## config.mk

```make
export PLATFORM = sky130hd
export DESIGN_NAME = pixel_stream_serializer
export DESIGN_NICKNAME = d
export VERILOG_FILES = /design/src/rtl/video_pkg.sv /design/src/rtl/raster_counter.sv /design/src/rtl/pixel_stream_serializer.sv
export SDC_FILE = /design/constraint.sdc
export NUM_CORES = 1
export LEC_CHECK = 0
export ABC_AREA = 1
export CAP_MARGIN = 0
export CORE_AREA = 2 2 291 293
export CTS_BUF_LIST = sky130_fd_sc_hd__clkbuf_8 sky130_fd_sc_hd__clkbuf_16
export DETAILED_ROUTE_END_ITERATION = 7
export DIE_AREA = 0 0 293 295
export GPL_TIMING_DRIVEN = 0
export MAX_ROUTING_LAYER = met4
export PLACE_DENSITY = 0.71
export REMOVE_ABC_BUFFERS = 1
export SLEW_MARGIN = 0
export SYNTH_ARGS = -nofsm -noshare
export SYNTH_HDL_FRONTEND = slang
export SYNTH_SLANG_ARGS = --single-unit
```

## constraint.sdc

```tcl
create_clock -name clk -period 25 [get_ports clk]
set_clock_uncertainty 0.15 [all_clocks]
set_input_delay 2.5 -clock clk [delete_from_list [all_inputs] [get_ports clk]]
set_output_delay 2.5 -clock clk [all_outputs]
set_load 0.01 [all_outputs]
```

## src/rtl/video_pkg.sv

```systemverilog
// Shared video-pipeline constants and types for the pixel output path.
// Parameterised blocks default their geometry from here.
package video_pkg;

    localparam int NUM_ENGINES = 30;
    localparam int RBG_SIZE    = 24;
    localparam int X_SIZE      = 640;
    localparam int Y_SIZE      = 480;
    localparam int X_WIDTH     = 10;
    localparam int Y_WIDTH     = 9;

    typedef logic [RBG_SIZE-1:0] rgb_t;

    typedef enum logic {
        IDLE   = 1'b0,
        STREAM = 1'b1
    } state_e;

endpackage

```

## src/rtl/raster_counter.sv

```systemverilog
// Raster position tracker: x/y advance one pixel per 'advance_i', wrapping at
// line and frame ends, with start-of-frame / end-of-line / end-of-frame flags.
module raster_counter
    import video_pkg::*;
#(
    parameter int X_SIZE  = video_pkg::X_SIZE,
    parameter int Y_SIZE  = video_pkg::Y_SIZE,
    parameter int X_WIDTH = video_pkg::X_WIDTH,
    parameter int Y_WIDTH = video_pkg::Y_WIDTH
) (
    input  logic               clk,
    input  logic               reset,
    input  logic               advance_i,
    output logic [X_WIDTH-1:0] x_o,
    output logic [Y_WIDTH-1:0] y_o,
    output logic               sof_o,
    output logic               eol_o,
    output logic               eof_o
);

    logic [X_WIDTH-1:0] x_q, x_d;
    logic [Y_WIDTH-1:0] y_q, y_d;

    always_comb begin
        x_d = x_q;
        y_d = y_q;
        if (advance_i) begin
            if (eol_o) begin
                x_d = '0;
                y_d = eof_o ? '0 : y_q + 1'b1;
            end else begin
                x_d = x_q + 1'b1;
            end
        end
    end

    always_ff @(posedge clk) begin
        if (reset) begin
            x_q <= '0;
            y_q <= '0;
        end else begin
            x_q <= x_d;
            y_q <= y_d;
        end
    end

    assign x_o   = x_q;
    assign y_o   = y_q;
    assign sof_o = (x_q == '0) && (y_q == '0);
    assign eol_o = (x_q == X_WIDTH'(X_SIZE - 1));
    assign eof_o = eol_o && (y_q == Y_WIDTH'(Y_SIZE - 1));

endmodule

```

## src/rtl/pixel_stream_serializer.sv

```systemverilog
// Serialises a batch of NUM_ENGINES parallel RGB pixels into a one-pixel-per-cycle
// video stream; the batch-ending pixel can accept the next batch with no bubble.
module pixel_stream_serializer
    import video_pkg::*;
#(
    parameter int NUM_ENGINES = video_pkg::NUM_ENGINES,
    parameter int RBG_SIZE    = video_pkg::RBG_SIZE,
    parameter int X_SIZE      = video_pkg::X_SIZE,
    parameter int Y_SIZE      = video_pkg::Y_SIZE,
    parameter int X_WIDTH     = video_pkg::X_WIDTH,
    parameter int Y_WIDTH     = video_pkg::Y_WIDTH
) (
    input  logic                clk,
    input  logic                reset,
    input  logic                in_valid,
    output logic                in_ready,
    input  logic [RBG_SIZE-1:0] rgb_val [NUM_ENGINES],
    output logic [RBG_SIZE-1:0] out_data,
    output logic                out_valid,
    input  logic                out_ready,
    output logic                out_user,
    output logic                out_last,
    output logic                dbg_stream_o
);

    // Handshakes: a transfer happens on a rising edge where valid && ready.
    // in_ready may depend on out_ready; out_valid never depends on in_valid.

    localparam int IDX_W = (NUM_ENGINES > 1) ? $clog2(NUM_ENGINES) : 1;

    state_e              state_q, state_d;
    logic [IDX_W-1:0]    idx_q, idx_d;
    logic [RBG_SIZE-1:0] buf_q [NUM_ENGINES];

    logic               in_hs, out_hs, batch_last;
    logic               sof, eol, eof;
    logic [X_WIDTH-1:0] x;
    logic [Y_WIDTH-1:0] y;
    logic               unused_raster;

    raster_counter #(
        .X_SIZE (X_SIZE),
        .Y_SIZE (Y_SIZE),
        .X_WIDTH(X_WIDTH),
        .Y_WIDTH(Y_WIDTH)
    ) u_raster (
        .clk      (clk),
        .reset    (reset),
        .advance_i(out_hs),
        .x_o      (x),
        .y_o      (y),
        .sof_o    (sof),
        .eol_o    (eol),
        .eof_o    (eof)
    );

    assign unused_raster = ^{x, y, eof};

    // A batch ends at its last entry or at the line end, whichever comes first;
    // entries past the line end are padding and are never shown.
    assign batch_last = (state_q == STREAM) && (eol || (idx_q == IDX_W'(NUM_ENGINES - 1)));
    assign out_hs     = out_valid && out_ready;
    assign in_hs      = in_valid && in_ready;

    always_ff @(posedge clk) begin
        if (reset) begin
            state_q <= IDLE;
            idx_q   <= '0;
        end else begin
            state_q <= state_d;
            idx_q   <= idx_d;
        end
    end

    always_comb begin
        state_d = state_q;
        case (state_q)
            IDLE:    if (in_valid) state_d = STREAM;
            STREAM:  if (out_hs && batch_last && !in_valid) state_d = IDLE;
            default: state_d = IDLE;
        endcase
    end

    always_comb begin
        out_valid    = (state_q == STREAM);
        in_ready     = (state_q == IDLE) || (out_ready && batch_last);
        out_user     = sof && out_valid;
        out_last     = eol && out_valid;
        out_data     = out_valid ? buf_q[idx_q] : '0;
        dbg_stream_o = (state_q == STREAM);
    end

    always_comb begin
        idx_d = idx_q;
        if (in_hs)       idx_d = '0;
        else if (out_hs) idx_d = idx_q + 1'b1;
    end

    always_ff @(posedge clk) begin
        if (in_hs) begin
            for (int i = 0; i < NUM_ENGINES; i++) buf_q[i] <= rgb_val[i];
        end
    end

endmodule

```

==> impl_metrics.yaml, run 1 <==
clock_network:
  cts_buffers: 82
  cts.sinks: 750
  root_buffer: "clkbuf_16"
  cts_setup_buffers: 0
  h-tree-depth: 3
  clkLatencyLatePin_ps: 610
  post_cts_resize_count: 0
  cts_tree: "built"
  cts.reportedPaths.clkPinSlew_ps: 60
  ctsHoldBuffers: 0
  clockBufferDepth: 3
global_route:
  grt_start_max_net_pins: 166
  grt_use_total: 0.209
  grt_pass1_wl_mm: 131
  overflow: 0
  antenna_found_initial: 30
  grt_pass1_vias: 21942
job:
  max_cap_violations: 0
synth:
  synth-adder-area-share: 0.00244
  synth_compound_area_frac: 0.0175
  synth_flop_cell: "edfxtp_1"
  yosys.area.top_type: "edfxtp_1"
  synth_edf_count: 720
  yosys-mux-area-fraction: 0
  yosys.cell_count.top_type: "nand2_1"
  ys_top_cells_by_area: "edfxtp_1, nand2_1, nand3_1"
  synth_top_family_by_area: "simple AND/OR/NAND/NOR gates"
  synthSimpleGateAreaFrac: 0.213
  synth_area_mm2: 0.0307
  synth.distinct_cells: 30
  synth-seq-area-share: 0.723
  synth_xor_area_frac: 0.00200
  yosys.area.top_type_share: 0.704
  synth_commonest_cells: "nand2_1, edfxtp_1, nand3_1"
  async_flop_share: 0
  syn_avg_cell_area_um2: 11.6
  synthCells: 2656
  ys_warn_count: 0
  synth-seq-cells: 750
place:
  dpl_cell_area_mm2: 0.0391
  dp_cells: 4347
  gp_congestion: 0.830
  portBuffers: 752
  dp.final_hpwl_mm: 59.4
sta:
  worstMarginPinSlew_ps: 1280
  hold_violations: 0
  drv_slew: 0
  holdWs_ps: 356
  slew_headroom: 0.144
  fin_crit_ps: 7040
  setup-violations-final: 0
  fin_setup_tns_ps: 0
  fmax_mhz: 142
  final.period_utilization: 0.282
  rsz0062_at_grt: "no"
power_and_ir_drop:
  p_leak_nw: 15.6
  max-vdd-ir-drop_mv: 0.0591
  cellPowerDensity_mw_per_mm2: 69.4
critical_path:
  r2r_slack_ps: 20160
  cp_max_fo: 93
  slowest_delay_ps: 910
  critPathKind: "reg -> out"
  end_kind: "output port"
  path_delay_family: "buffers and inverters"
  crit_top_cell: "nand2_1"
  slowest_stage: "dfxtp_4"
  setup.worst_path.start_class: "flip-flop"
  worstPathCellList: "buf_16 > inv_8 > buf_16 > nand3_1 > nand3_1 > nand2_1 > nand2_1 > nand2_1 > nor2_1 > nor2_1 > clkdlybuf4s50_1"
  cp.required_ps: 22350
  critical_path_buf_inv_count: 4
  crit_arrival_ps: 4390
floorplan:
  coreArea_mm2: 0.0832
  dieArea_mm2: 0.0864
  io-pin-count: 753
  start_util: 0.369
  die_height_um: 295
  die_x_um: 293
  rows: 106
final_layout:
  fin_area_mm2: 0.0418
  layout-drive-gt1-share: 0.0425
  layout.cells.non_filler: 4528
  layout.nets: 4081
  post-route-util: 0.503
  areaGrowthSynthToFinish_pct: 36.1
route:
  drt_iter0_markers: 1650
  antenna_left: 0
  dr.pass1.iters: 5
  wl_per_cell_um: 20.1
  drc: 0
  via_per_inst: 4.93
  vias: 22313
  wl_mm: 91.0
worst_hold_path:
  min_path_type: "reg -> reg"
outcome:
  status: "complete, no violations"
flip-flops by register name (all words and copies together) (netlist names), named ones only:
name          flops
buf_q           720
u_raster.x_o     10
u_raster.y_o      9
idx_q             5
dbg_stream_o      1
report_power, final:
part           internal, mW  switching [mW]
Clock                 0.683           0.502
Combinational         0.134           0.104
Sequential             1.46          0.0200
through the flow:
step,power [mW],setup slack [ps]
floorplan,1.63,6670
global placement,1.81,475
detailed placement,1.74,18010
CTS,2.93,17820
global route,3.00,17700
finish,2.90,17960
layout make-up:
type	instances	area [µm²]
diodes	35	87.6
clock buffers	82	2050
clock inverters	64	582
fillers	7171	41300
inverters	61	264
multi-input cells	1685	7220
flip-flops and latches	750	22200
well taps	1080	1350
repair buffers	771	8020
logic make-up (layout without fill, tap and decap cells):
logic type | after synthesis | count (layout)
simple gates | 1566 | 1566
flops | 750 | 750
buf+inv | 221 | 978
compound gates | 106 | 106
xor+xnor | 7 | 7
fa+ha+maj | 6 | 6
other cells | 0 | 35
routing by layer:
layer  up-vias  part of all wire  GRT usage
li1      10629                 -          -
met1     10572              0.37      0.232
met2       930              0.50      0.346
met3       182             0.093     0.0598
met4         0             0.039      0.101
met5         -                 0          -
layout by cell type, fill, tap and decap left out, drive strengths merged:
master         count
xnor2              3
ha                 6
inv               83
xor2               4
o21ai             45
dfxtp             30
clkbuf            82
nand3            484
or2                2
nand2            950
diode             35
nand4             10
clkinv            31
nand3b             1
a211oi             3
nor2             112
nor3b              1
nor4               1
bufinv             8
clkinvlp           3
nor3               5
a21oi             58
clkdlybuf4s50    752
buf               19
edfxtp           720
worst paths after layout:
path | start | to | cells after the start
worst max-delay path | flip-flop | out_data[1] | 11
worst min-delay path | u_raster.x_o[9] | u_raster.x_o[9] | 2
worst max register to register | dbg_stream_o | buf_q[18][14] | 9
worst min register to register | u_raster.x_o[9] | u_raster.x_o[9] | 2
worst reg2reg max path: stages, from the launching register on:
cell	delay, ps
dfxtp_2	770
nand2_2	340
nor2_1	240
nand2_2	160
nand3_1	150
nand2_1	170
inv_8	540
buf_16	490
buf_16	600
buf_16	710
No activity file was read; power rests on OpenSTA's default activity.
==> run 2, diff against run 1 <==
==> constraint.sdc (replaced) <==
create_clock -name clk -period 7.3 [get_ports clk]
set_clock_uncertainty 0.15 [all_clocks]
set_input_delay 0.73 -clock clk [delete_from_list [all_inputs] [get_ports clk]]
set_output_delay 0.73 -clock clk [all_outputs]
set_load 0.01 [all_outputs]
==> results of run 2 <==
The final DEF is identical to that of run 1. Status: complete, no violations.
Main changes from that run: setup slack after placement 18010 ps -> 2180 ps; setup slack after layout 17960 ps -> 2030 ps; register-to-register setup slack 20160 ps -> 2460 ps; total power 2.90 mW -> 9.93 mW; worst IR drop on VDD 0.0591 mV -> 0.202 mV
